### src/rtl/uart_arb_pkg.sv
// Shared state encoding, trailer characters and round-robin pick for uart_tx_arbiter.
// The CR/LF trailer states exist only when UART_ARB_CRLF_EN is defined.
package uart_arb_pkg;
  localparam logic [7:0] CHAR_CR = 8'h0D;
  localparam logic [7:0] CHAR_LF = 8'h0A;
  localparam int         MAX_REQ = 8;

  typedef enum logic [3:0] {
    IDLE    = 4'd0,
    FETCH   = 4'd1,
    LOAD    = 4'd2,
    WAIT_HI = 4'd3,
    WAIT_LO = 4'd4
`ifdef UART_ARB_CRLF_EN
    , CR_LOAD = 4'd5,
    CR_WAIT = 4'd6,
    LF_LOAD = 4'd7,
    LF_WAIT = 4'd8
`endif
  } arb_state_e;

  // First set request at or after ptr, wrapping modulo n; scanned from the far
  // end so the smallest offset is the last (winning) assignment.
  function automatic logic [MAX_REQ-1:0] rr_pick(input logic [MAX_REQ-1:0] req,
                                                 input logic [2:0] ptr, input int n);
    logic [MAX_REQ-1:0] g;
    logic [2:0]         idx;
    g = '0;
    for (int i = MAX_REQ - 1; i >= 0; i--) begin
      idx = 3'((int'(ptr) + i) % n);
      if (i < n && req[idx]) g = 8'b1 << idx;
    end
    return g;
  endfunction
endpackage

### src/rtl/uart_tx_arbiter_if.sv
// Requester-side stream bus plus the uart_tx send handshake seen by the arbiter.
interface uart_tx_arbiter_if #(parameter int NUM_REQ = 2);
  logic [NUM_REQ-1:0]      req, req_valid, req_last, req_ready, grant;
  logic [NUM_REQ-1:0][7:0] req_data;
  logic                    tx_en, tx_busy, arb_busy;
  logic [7:0]              tx_data;

  modport master (input  req, req_data, req_valid, req_last, tx_busy,
                  output req_ready, grant, tx_en, tx_data, arb_busy);
  modport slave  (output req, req_data, req_valid, req_last, tx_busy,
                  input  req_ready, grant, tx_en, tx_data, arb_busy);
endinterface

### src/rtl/uart_rr_arbiter.sv
// Combinational round-robin pick with a registered pointer that moves past the
// owner when it releases.
module uart_rr_arbiter
  import uart_arb_pkg::*;
#(parameter int NUM_REQ = 2) (
  input  logic               clk,
  input  logic               rst,
  input  logic [NUM_REQ-1:0] req,
  input  logic               adv,
  input  logic [NUM_REQ-1:0] owner,
  output logic [NUM_REQ-1:0] pick
);
  logic [2:0]         ptr;
  logic [2:0]         owner_idx;
  logic [MAX_REQ-1:0] req_w, pick_w;
  logic               unused_pick_hi;

  always_comb begin
    req_w = '0;
    req_w[NUM_REQ-1:0] = req;
    pick_w = rr_pick(req_w, ptr, NUM_REQ);
    owner_idx = '0;
    for (int i = 0; i < NUM_REQ; i++)
      if (owner[i]) owner_idx = 3'(i);
  end

  assign pick           = pick_w[NUM_REQ-1:0];
  assign unused_pick_hi = ^pick_w;

  always_ff @(posedge clk) begin
    if (rst)      ptr <= '0;
    else if (adv) ptr <= (owner_idx == 3'(NUM_REQ - 1)) ? 3'd0 : owner_idx + 3'd1;
  end
endmodule

### src/rtl/uart_tx_arbiter.sv
// Shares one uart_tx between NUM_REQ message streams; grant is held for a whole message.
// Define UART_ARB_CRLF_EN to append CR LF after every message.
module uart_tx_arbiter
  import uart_arb_pkg::*;
#(
  parameter int NUM_REQ      = 2,
  parameter int BUSY_TIMEOUT = 16
) (
  input  logic               clk,
  input  logic               rst,
  uart_tx_arbiter_if.master  bus
);
  localparam int CW = $clog2(BUSY_TIMEOUT + 1);

  arb_state_e         state;
  logic [NUM_REQ-1:0] grant, pick;
  logic [7:0]         tx_data, sel_data;
  logic               last_seen, sel_last, accept;
  logic               in_hi, in_lo, timeout, byte_done, msg_done;
  logic [CW-1:0]      wcnt;
`ifdef UART_ARB_CRLF_EN
  logic               hi_seen;
`endif

  uart_rr_arbiter #(.NUM_REQ(NUM_REQ)) u_rr (
    .clk(clk), .rst(rst), .req(bus.req), .adv(msg_done), .owner(grant), .pick(pick)
  );

  always_comb begin
    sel_data = '0;
    sel_last = 1'b0;
    for (int i = 0; i < NUM_REQ; i++)
      if (grant[i]) begin
        sel_data = bus.req_data[i];
        sel_last = bus.req_last[i];
      end
  end

  assign accept  = (state == FETCH) && |(grant & bus.req_valid);
  assign timeout = (wcnt == CW'(BUSY_TIMEOUT - 1));

  // Trailer bytes share one wait state each; hi_seen splits it into the
  // busy-rise and busy-fall phases.
`ifdef UART_ARB_CRLF_EN
  assign in_hi     = (state == WAIT_HI) || ((state == CR_WAIT || state == LF_WAIT) && !hi_seen);
  assign in_lo     = (state == WAIT_LO) || ((state == CR_WAIT || state == LF_WAIT) && hi_seen);
  assign bus.tx_en = (state == LOAD) || (state == CR_LOAD) || (state == LF_LOAD);
  assign msg_done  = (state == LF_WAIT) && byte_done;
`else
  assign in_hi     = (state == WAIT_HI);
  assign in_lo     = (state == WAIT_LO);
  assign bus.tx_en = (state == LOAD);
  assign msg_done  = (state == WAIT_HI || state == WAIT_LO) && byte_done && last_seen;
`endif

  // A stuck busy handshake ends the byte after BUSY_TIMEOUT cycles of waiting.
  assign byte_done     = !bus.tx_busy && ((in_hi && timeout) || in_lo);
  assign bus.req_ready = (state == FETCH) ? (grant & bus.req_valid) : '0;
  assign bus.grant     = grant;
  assign bus.tx_data   = tx_data;
  assign bus.arb_busy  = (state != IDLE);

  always_ff @(posedge clk) begin
    if (rst) begin
      state     <= IDLE;
      grant     <= '0;
      tx_data   <= '0;
      last_seen <= 1'b0;
      wcnt      <= '0;
`ifdef UART_ARB_CRLF_EN
      hi_seen   <= 1'b0;
`endif
    end else begin
      wcnt <= in_hi ? wcnt + CW'(1) : '0;
      case (state)
        IDLE: if (|bus.req) begin
          grant <= pick;
          state <= FETCH;
        end
        FETCH: if (accept) begin
          tx_data   <= sel_data;
          last_seen <= sel_last;
          state     <= LOAD;
        end
        LOAD: state <= WAIT_HI;
        WAIT_HI, WAIT_LO: begin
          if (state == WAIT_HI && bus.tx_busy) state <= WAIT_LO;
          if (byte_done) begin
            if (!last_seen) state <= FETCH;
            else begin
`ifdef UART_ARB_CRLF_EN
              state   <= CR_LOAD;
              tx_data <= CHAR_CR;
`else
              state <= IDLE;
              grant <= '0;
`endif
            end
          end
        end
`ifdef UART_ARB_CRLF_EN
        CR_LOAD, LF_LOAD: begin
          state   <= (state == CR_LOAD) ? CR_WAIT : LF_WAIT;
          hi_seen <= 1'b0;
        end
        CR_WAIT, LF_WAIT: begin
          if (bus.tx_busy) hi_seen <= 1'b1;
          if (byte_done) begin
            if (state == CR_WAIT) begin
              state   <= LF_LOAD;
              tx_data <= CHAR_LF;
            end else begin
              state <= IDLE;
              grant <= '0;
            end
          end
        end
`endif
        default: state <= IDLE;
      endcase
    end
  end
endmodule

### src/flat_wrapper.sv
// flat-port wrapper written by rule: the top's interface ports become plain ports
module uart_tx_arbiter_flat import uart_arb_pkg::*;
#(
  parameter int NUM_REQ      = 2,
  parameter int BUSY_TIMEOUT = 16
)
  (clk, rst, bus_req, bus_req_data, bus_req_valid, bus_req_last, bus_tx_busy, bus_req_ready, bus_grant, bus_tx_en, bus_tx_data, bus_arb_busy);
  uart_tx_arbiter_if #(.NUM_REQ(NUM_REQ)) bus_i ();
  input  logic clk;
  input  logic rst;
  input wire logic [$bits(bus_i.req)-1:0] bus_req;
  input wire logic [$bits(bus_i.req_data)-1:0] bus_req_data;
  input wire logic [$bits(bus_i.req_valid)-1:0] bus_req_valid;
  input wire logic [$bits(bus_i.req_last)-1:0] bus_req_last;
  input wire logic [$bits(bus_i.tx_busy)-1:0] bus_tx_busy;
  output wire logic [$bits(bus_i.req_ready)-1:0] bus_req_ready;
  output wire logic [$bits(bus_i.grant)-1:0] bus_grant;
  output wire logic [$bits(bus_i.tx_en)-1:0] bus_tx_en;
  output wire logic [$bits(bus_i.tx_data)-1:0] bus_tx_data;
  output wire logic [$bits(bus_i.arb_busy)-1:0] bus_arb_busy;
  assign bus_i.req = bus_req;
  assign bus_i.req_data = bus_req_data;
  assign bus_i.req_valid = bus_req_valid;
  assign bus_i.req_last = bus_req_last;
  assign bus_i.tx_busy = bus_tx_busy;
  assign bus_req_ready = bus_i.req_ready;
  assign bus_grant = bus_i.grant;
  assign bus_tx_en = bus_i.tx_en;
  assign bus_tx_data = bus_i.tx_data;
  assign bus_arb_busy = bus_i.arb_busy;
  uart_tx_arbiter #(.NUM_REQ(NUM_REQ), .BUSY_TIMEOUT(BUSY_TIMEOUT)) u_core (.clk(clk), .rst(rst), .bus(bus_i));
endmodule
### config.mk
export PLATFORM = sky130hd
export DESIGN_NAME = uart_tx_arbiter_flat
export DESIGN_NICKNAME = d
export VERILOG_FILES = /design/src/rtl/uart_arb_pkg.sv /design/src/rtl/uart_tx_arbiter_if.sv /design/src/rtl/uart_rr_arbiter.sv /design/src/rtl/uart_tx_arbiter.sv /design/src/flat_wrapper.sv
export SDC_FILE = /design/constraint.sdc
export NUM_CORES = 1
export LEC_CHECK = 0
export CORE_MARGIN = 5
export CORE_UTILIZATION = 45
export CTS_BUF_LIST = sky130_fd_sc_hd__clkbuf_8 sky130_fd_sc_hd__clkbuf_16
export CTS_CLUSTER_DIAMETER = 150
export DETAILED_ROUTE_END_ITERATION = 10
export GPL_ROUTABILITY_DRIVEN = 0
export GPL_TIMING_DRIVEN = 1
export HOLD_SLACK_MARGIN = 0.06
export PLACE_DENSITY_LB_ADDON = 0.12
export SETUP_SLACK_MARGIN = 0.15
export SLEW_MARGIN = 15
export SYNTH_ARGS = -nofsm -noshare
export SYNTH_HDL_FRONTEND = slang
export SYNTH_HIERARCHICAL = 1
export SYNTH_SLANG_ARGS = --single-unit
export TNS_END_PERCENT = 100
### constraint.sdc
create_clock -name clk -period 2.4 [get_ports clk]
set_input_delay 0.36 -clock clk [delete_from_list [all_inputs] [get_ports clk]]
set_output_delay 0.36 -clock clk [all_outputs]
set_load 0.01 [all_outputs]
-- Word-level counts from Yosys, hierarchy flattened
Index checks and enable logic that the tools add are counted.
- bits in registers: 21
- output and inout bits: 14
- input bits: 25
- logic and storage cells: 69
- equal/unequal tests: 11
- reduce and logical (&&, ||, !) cells: 19
- muxes and demuxes: 23
- bitwise gates (word level): 3
- magnitude comparators: 2
- shifts and indexed selects: 2
- add/subtract/negate cells: 3
- operators by type and width (kind ; number):
    2-to-1 mux 4 bit ; 4
    2-to-1 mux 8 bit ; 2
    case mux 4 bit (4 select lines) ; 1
    2-to-1 mux 2 bit ; 6
    == test 4 x 2 -> 1 bit, second input constant ; 2
    2-to-1 mux 1 bit ; 8
    inequality test 2 x 1 -> 1 bit, second input constant ; 4
    OR reduction 2 bit ; 4
    logical AND 1 bit ; 6
    adder 5 x 1 -> 5 bit, second input constant ; 1
    == test 5 x 4 -> 1 bit, second input constant ; 1
    == test 4 x 1 -> 1 bit, second input constant ; 1
    == test 4 x 3 -> 1 bit, second input constant ; 1
    logical NOT 4 bit ; 1
    < comparator 1 x 4 -> 1 bit, second input constant ; 1
    < comparator 3 x 4 -> 1 bit, second input constant ; 1
    case mux 2 bit (2 select lines) ; 1
    AND reduction 4 bit ; 1
    nonzero test 4 bit ; 1
    == test 3 x 1 -> 1 bit, second input constant ; 1
    inequality test 3 x 1 -> 1 bit, second input constant ; 1
    AND reduction 3 bit ; 1
    left shift 1 x 3 -> 2 bit, first input constant ; 1
    adder 1 bit, second input constant ; 2
    9 further kinds ; 10

-- Depth between registers and ports, before layout
Gate-level depths: netlist of the first run.
- word-level depth: 8
- mapped depth: 7
- depth with buffers taken out: 7

-- Hierarchy
Netlist of the first run, hierarchy kept.
- modules (own cells, without submodules) (module ; cells an instance ; seq. area each (um2) ; area each (um2) ; times used):
    uart_tx_arbiter ; 110 ; 380.4 ; 987.2 ; 1
    uart_rr_arbiter ; 6 ; 20.0 ; 55.1 ; 1

-- Worst setup path after synthesis of the first run
No wires, ideal clock.
- path kind: register to register
- start point: reg u_core.wcnt[0]
- end point: reg u_core.state[0]
- stages on the path, launching flop included: 8
- arrival time: 1.481 ns
- slack: 0.785 ns
- required time: 2.266 ns
- period minus slack after synthesis: 1.615 ns
- path buffers: 0
- setup time: 0.134 ns
- cell sequence: dfxtp_1 > ha_1 > and3_1 > ha_1 > nand2b_1 > a32o_1 > o31ai_1 > a211oi_2
- word-level cells in the longest chain between the ends: 6
- elaborated cells between the ends (all ways): 8
- classes of those cells: eq/ne (2); mux (2); reduce/logical (4)
- ends and longest elaborated chain (what ; RTL line ; source):
    start: declaration ; uart_tx_arbiter.sv:20 ; logic [CW-1:0] wcnt;
    start signal: assignment ; uart_tx_arbiter.sv:74 ; wcnt <= in_hi ? wcnt + CW'(1) : '0;
    == test 5 x 4 -> 1 bit (*) ; uart_tx_arbiter.sv:40 ; assign timeout = (wcnt == CW'(BUSY_TIMEOUT - 1));
    logical AND 1 bit (*) ; uart_tx_arbiter.sv:57 ; assign byte_done = !bus.tx_busy && ((in_hi && timeout) || in_lo);
    logical OR 1 bit (*) ; uart_tx_arbiter.sv:57 ;
    logical AND 1 bit (*) ; uart_tx_arbiter.sv:57 ;
    2-to-1 mux 4 bit or inequality test 3 x 1 -> 1 bit (tied branches) ; n/a ;
    case mux 4 bit (4 select lines) or AND reduction 3 bit (tied branches) ; n/a ;
    end signal: assignment ; uart_tx_arbiter.sv:78 ; state <= FETCH;
    end signal: assignment ; uart_tx_arbiter.sv:87 ; if (state == WAIT_HI && bus.tx_busy) state <= WAIT_LO;
    end signal: assignment ; uart_tx_arbiter.sv:89 ; if (!last_seen) state <= FETCH;
    end: declaration ; uart_tx_arbiter.sv:15 ; arb_state_e state;
Every way passes the cells marked *; elsewhere a longest branch is shown, timed or not.
A chain may end at the register's enable or synchronous reset.

-- Final worst setup path of the first run
- start point: reg u_core.state[0]
- end point: out bus_req_ready[1]
- word-level cells in the longest chain between the ends: 2
- ends and longest elaborated chain (what ; RTL line ; source):
    start signal: assignment ; uart_tx_arbiter.sv:65 ; state <= IDLE;
    start signal: assignment ; uart_tx_arbiter.sv:78 ;
    start signal: assignment ; uart_tx_arbiter.sv:83 ; state <= LOAD;
    == test 4 x 1 -> 1 bit ; uart_tx_arbiter.sv:58 ; assign bus.req_ready = (state == FETCH) ? (grant & bus.req_valid) : '0;
    2-to-1 mux 2 bit ; uart_tx_arbiter.sv:58 ;
    end: declaration ; flat_wrapper.sv:16 ; output wire logic [$bits(bus_i.req_ready)-1:0] bus_req_ready;
Every way passes these cells.

==> impl_metrics.tcl, run 1 <==
set metrics [dict create \
    status "finished, final reports clean" \
    syn_inst 116 \
    diodes 0 \
    critPathTopFamily "buffers and inverters" \
    post_cts_buffers 0 \
    ys_seq_area_share_pct 38.4 \
    via_count 993 \
    die_w_um 58.1 \
    criticalPathCategory "flip-flop to primary output" \
    power_density_nw_per_um2 509 \
    clkTransAtPathRegs_ps 70 \
    track_usage_pct 15.2 \
    hold_buffers 0 \
    finalHoldViolations 0 \
    clock_tree.root_cell "clkbuf_8" \
    tightestPinTransition_ps 624 \
    totalWireLength_um 2550 \
    yosysTopAreaCell "dfxtp_1" \
    antenna_found_initial 0 \
    dp_hpwl_um 1950 \
    hp-class "flip-flop to flip-flop" \
    r2r_end "u_core/state[1]" \
    cp_num_buf_inv 1 \
    dr.pass1.iters 4 \
    crit_fanout 9 \
    pin_count 39 \
    cts_max_level 1 \
    peakVddDrop_uv 409 \
    timing.rr.start "u_core/bus.grant[1]" \
    ys_ff_latch 20 \
    clock_sink_count 20 \
    yosysWarnings 6 \
    worst-r2r-setup-slack_ps 490 \
    slew_viol_final 0 \
    clock_skew_ps 3.89 \
    total_power_uw 754 \
    cp.required_ps 2040 \
    grt_pass1_vias 952 \
    drc 0 \
    drive_gt1_share_pct 8.55 \
    fin_setup_tns_ps 0 \
    leakagePower_nw 0.499 \
    final_util_pct 67.0 \
    clk_path_buf_depth 2 \
    finalCritPeriodShare_pct 90.4 \
    reg2reg_depth 4 \
    io_buffers 38 \
    max_slew_margin_pct 58.3 \
    clock_latency_ps 250 \
    drt_iter0_markers 20 \
    syn2layout_area_growth_pct 42.1 \
    arrival_ps 1810 \
    synth-edff-count 0 \
    post_cts_resized 0 \
    setup_viol_count_final 0 \
    crit_path_cell_trace "nor3b_4 -> and3_1 -> clkdlybuf4s50_1" \
    syn_nets 143 \
    synth_top_flop_cell "dfxtp_1" \
    cts-buffers-inserted 3 \
    antenna_left 0 \
    start_util_pct 47.1 \
    grt_pass1_wl_um 4030 \
    die_area_um2 3380 \
    startpoint_type "flip-flop" \
    crit_path_end "bus_req_ready[1]" \
    synth_cell_types 41 \
    crit_slowest_cell "clkdlybuf4s50_1" \
    die_h_um 58.1 \
    timing.hold.ws_ps 446 \
    synth_common_cells "dfxtp_1, nor2_1, a211oi_1" \
    overflow 0 \
    grt_max_degree 20 \
    crit_start "u_core/state[0]" \
    tritoncts "built" \
    timing.fmax_mhz 461 \
    cpPeakStageDelay_ps 530 \
    synth.top_cell.area_share_pct 38.4 \
    fin_nets 180 \
    synth_area_leaders "dfxtp_1, a211oi_1, a22oi_1" \
    period_needed_ps 2170 \
    synth-async-reset-ratio_pct 0 \
    drv_cap 0 \
    routed_via_density 5.52 \
    end_kind "primary output" \
    rsz0062_at_grt "true" \
    fill_cells 194 \
    syn_area_per_cell_um2 8.98 \
    synth_most_common_cell "dfxtp_1" \
    path_depth 3 \
    fp-row-count 17 \
    synth_area_um2 1040 \
    core_region_area_um2 2210 \
    wl_per_cell_um 14.2 \
]
## final cells by class
type / instances / area, um^2 / share of cell area [%]
inverters: 5 / 18.8 / 1.27
repair buffers: 39 / 388 / 26.2
clock buffers: 4 / 55.1 / 3.72
well taps: 28 / 35.0 / 2.36
flip-flops and latches: 20 / 400 / 27.0
multi-input cells: 84 / 584 / 39.4
## per-layer routing
layer  share of wire [%]  global-route usage, %  vias to the layer above
met5                   0                      0                        -
li1                    -                      -                      502
met3                 6.1                   3.79                        2
met4                0.75                   3.97                        0
met2                  47                   25.0                       30
met1                  46                   19.7                      459
## cells by family (layout without fill, tap and decap cells)
logic type               after synthesis  in the layout  share of synthesized area, %
adder cells (fa/ha/maj)                2              2                          2.40
buffers and inverters                 12             48                          6.60
AND/OR/NAND/NOR                       42             42                          22.2
XOR/XNOR                               2              2                          1.68
flip-flops                            20             20                          38.4
AO/OA/AOI/OAI                         38             38                          28.7
## how the worst min path moves through the flow
stage	startpoint	endpoint	slack, ps	depth (start not counted)
after floorplan	u_core/wcnt[0]	u_core/wcnt[0]	420	1
after global placement	u_core/wcnt[0]	u_core/wcnt[0]	430	1
after detailed placement	u_core/wcnt[0]	u_core/wcnt[0]	440	1
after CTS	u_core/wcnt[0]	u_core/wcnt[0]	450	1
after global routing	u_core/wcnt[0]	u_core/wcnt[0]	480	1
final	u_core/wcnt[0]	u_core/wcnt[0]	450	1
## where the power goes
group          switching [mW]  internal (mW)
clock                   0.105          0.146
combinational          0.0615         0.0849
sequential             0.0153          0.342
## sequential cells by signal (all words and copies together), names as in the netlist
name                flops
u_core/bus.tx_data      8
u_core/wcnt             5
u_core/state            3
u_core/bus.grant        2
u_core/last_seen        1
u_core/u_rr/ptr         1
## stage by stage
| step | setup WS (ps) | cells | area, um^2 |
|---|---|---|---|
| after CTS | 205 | 180 | 1470 |
| final | 230 | 180 | 1480 |
| after global placement | 479 | 176 | 1420 |
| after detailed placement | 408 | 176 | 1420 |
| after floorplan | 785 | 116 | 1040 |
| after global routing | 136 | 180 | 1480 |
## layout by cell type (no fill, tap or decap), types with 2 or more instances in the layout
cell type / count
clkdlybuf4s50_1: 38
dfxtp_1: 20
nor2_1: 18
a211oi_1: 12
a22oi_1: 11
clkbuf_8: 4
inv_1: 4
and3_1: 3
a211oi_2: 3
nand3_1: 3
nand2_1: 3
nand2b_1: 2
a31oi_1: 2
a21boi_0: 2
o31ai_1: 2
ha_1: 2
Note: power is estimated with default switching activity, not from simulation.
==> run 2: changes to the inputs <==
- SKIP_LAST_GASP: unset -> 1
==> results of run 2 <==
Final layout, timing and power as in run 1 (identical DEF).
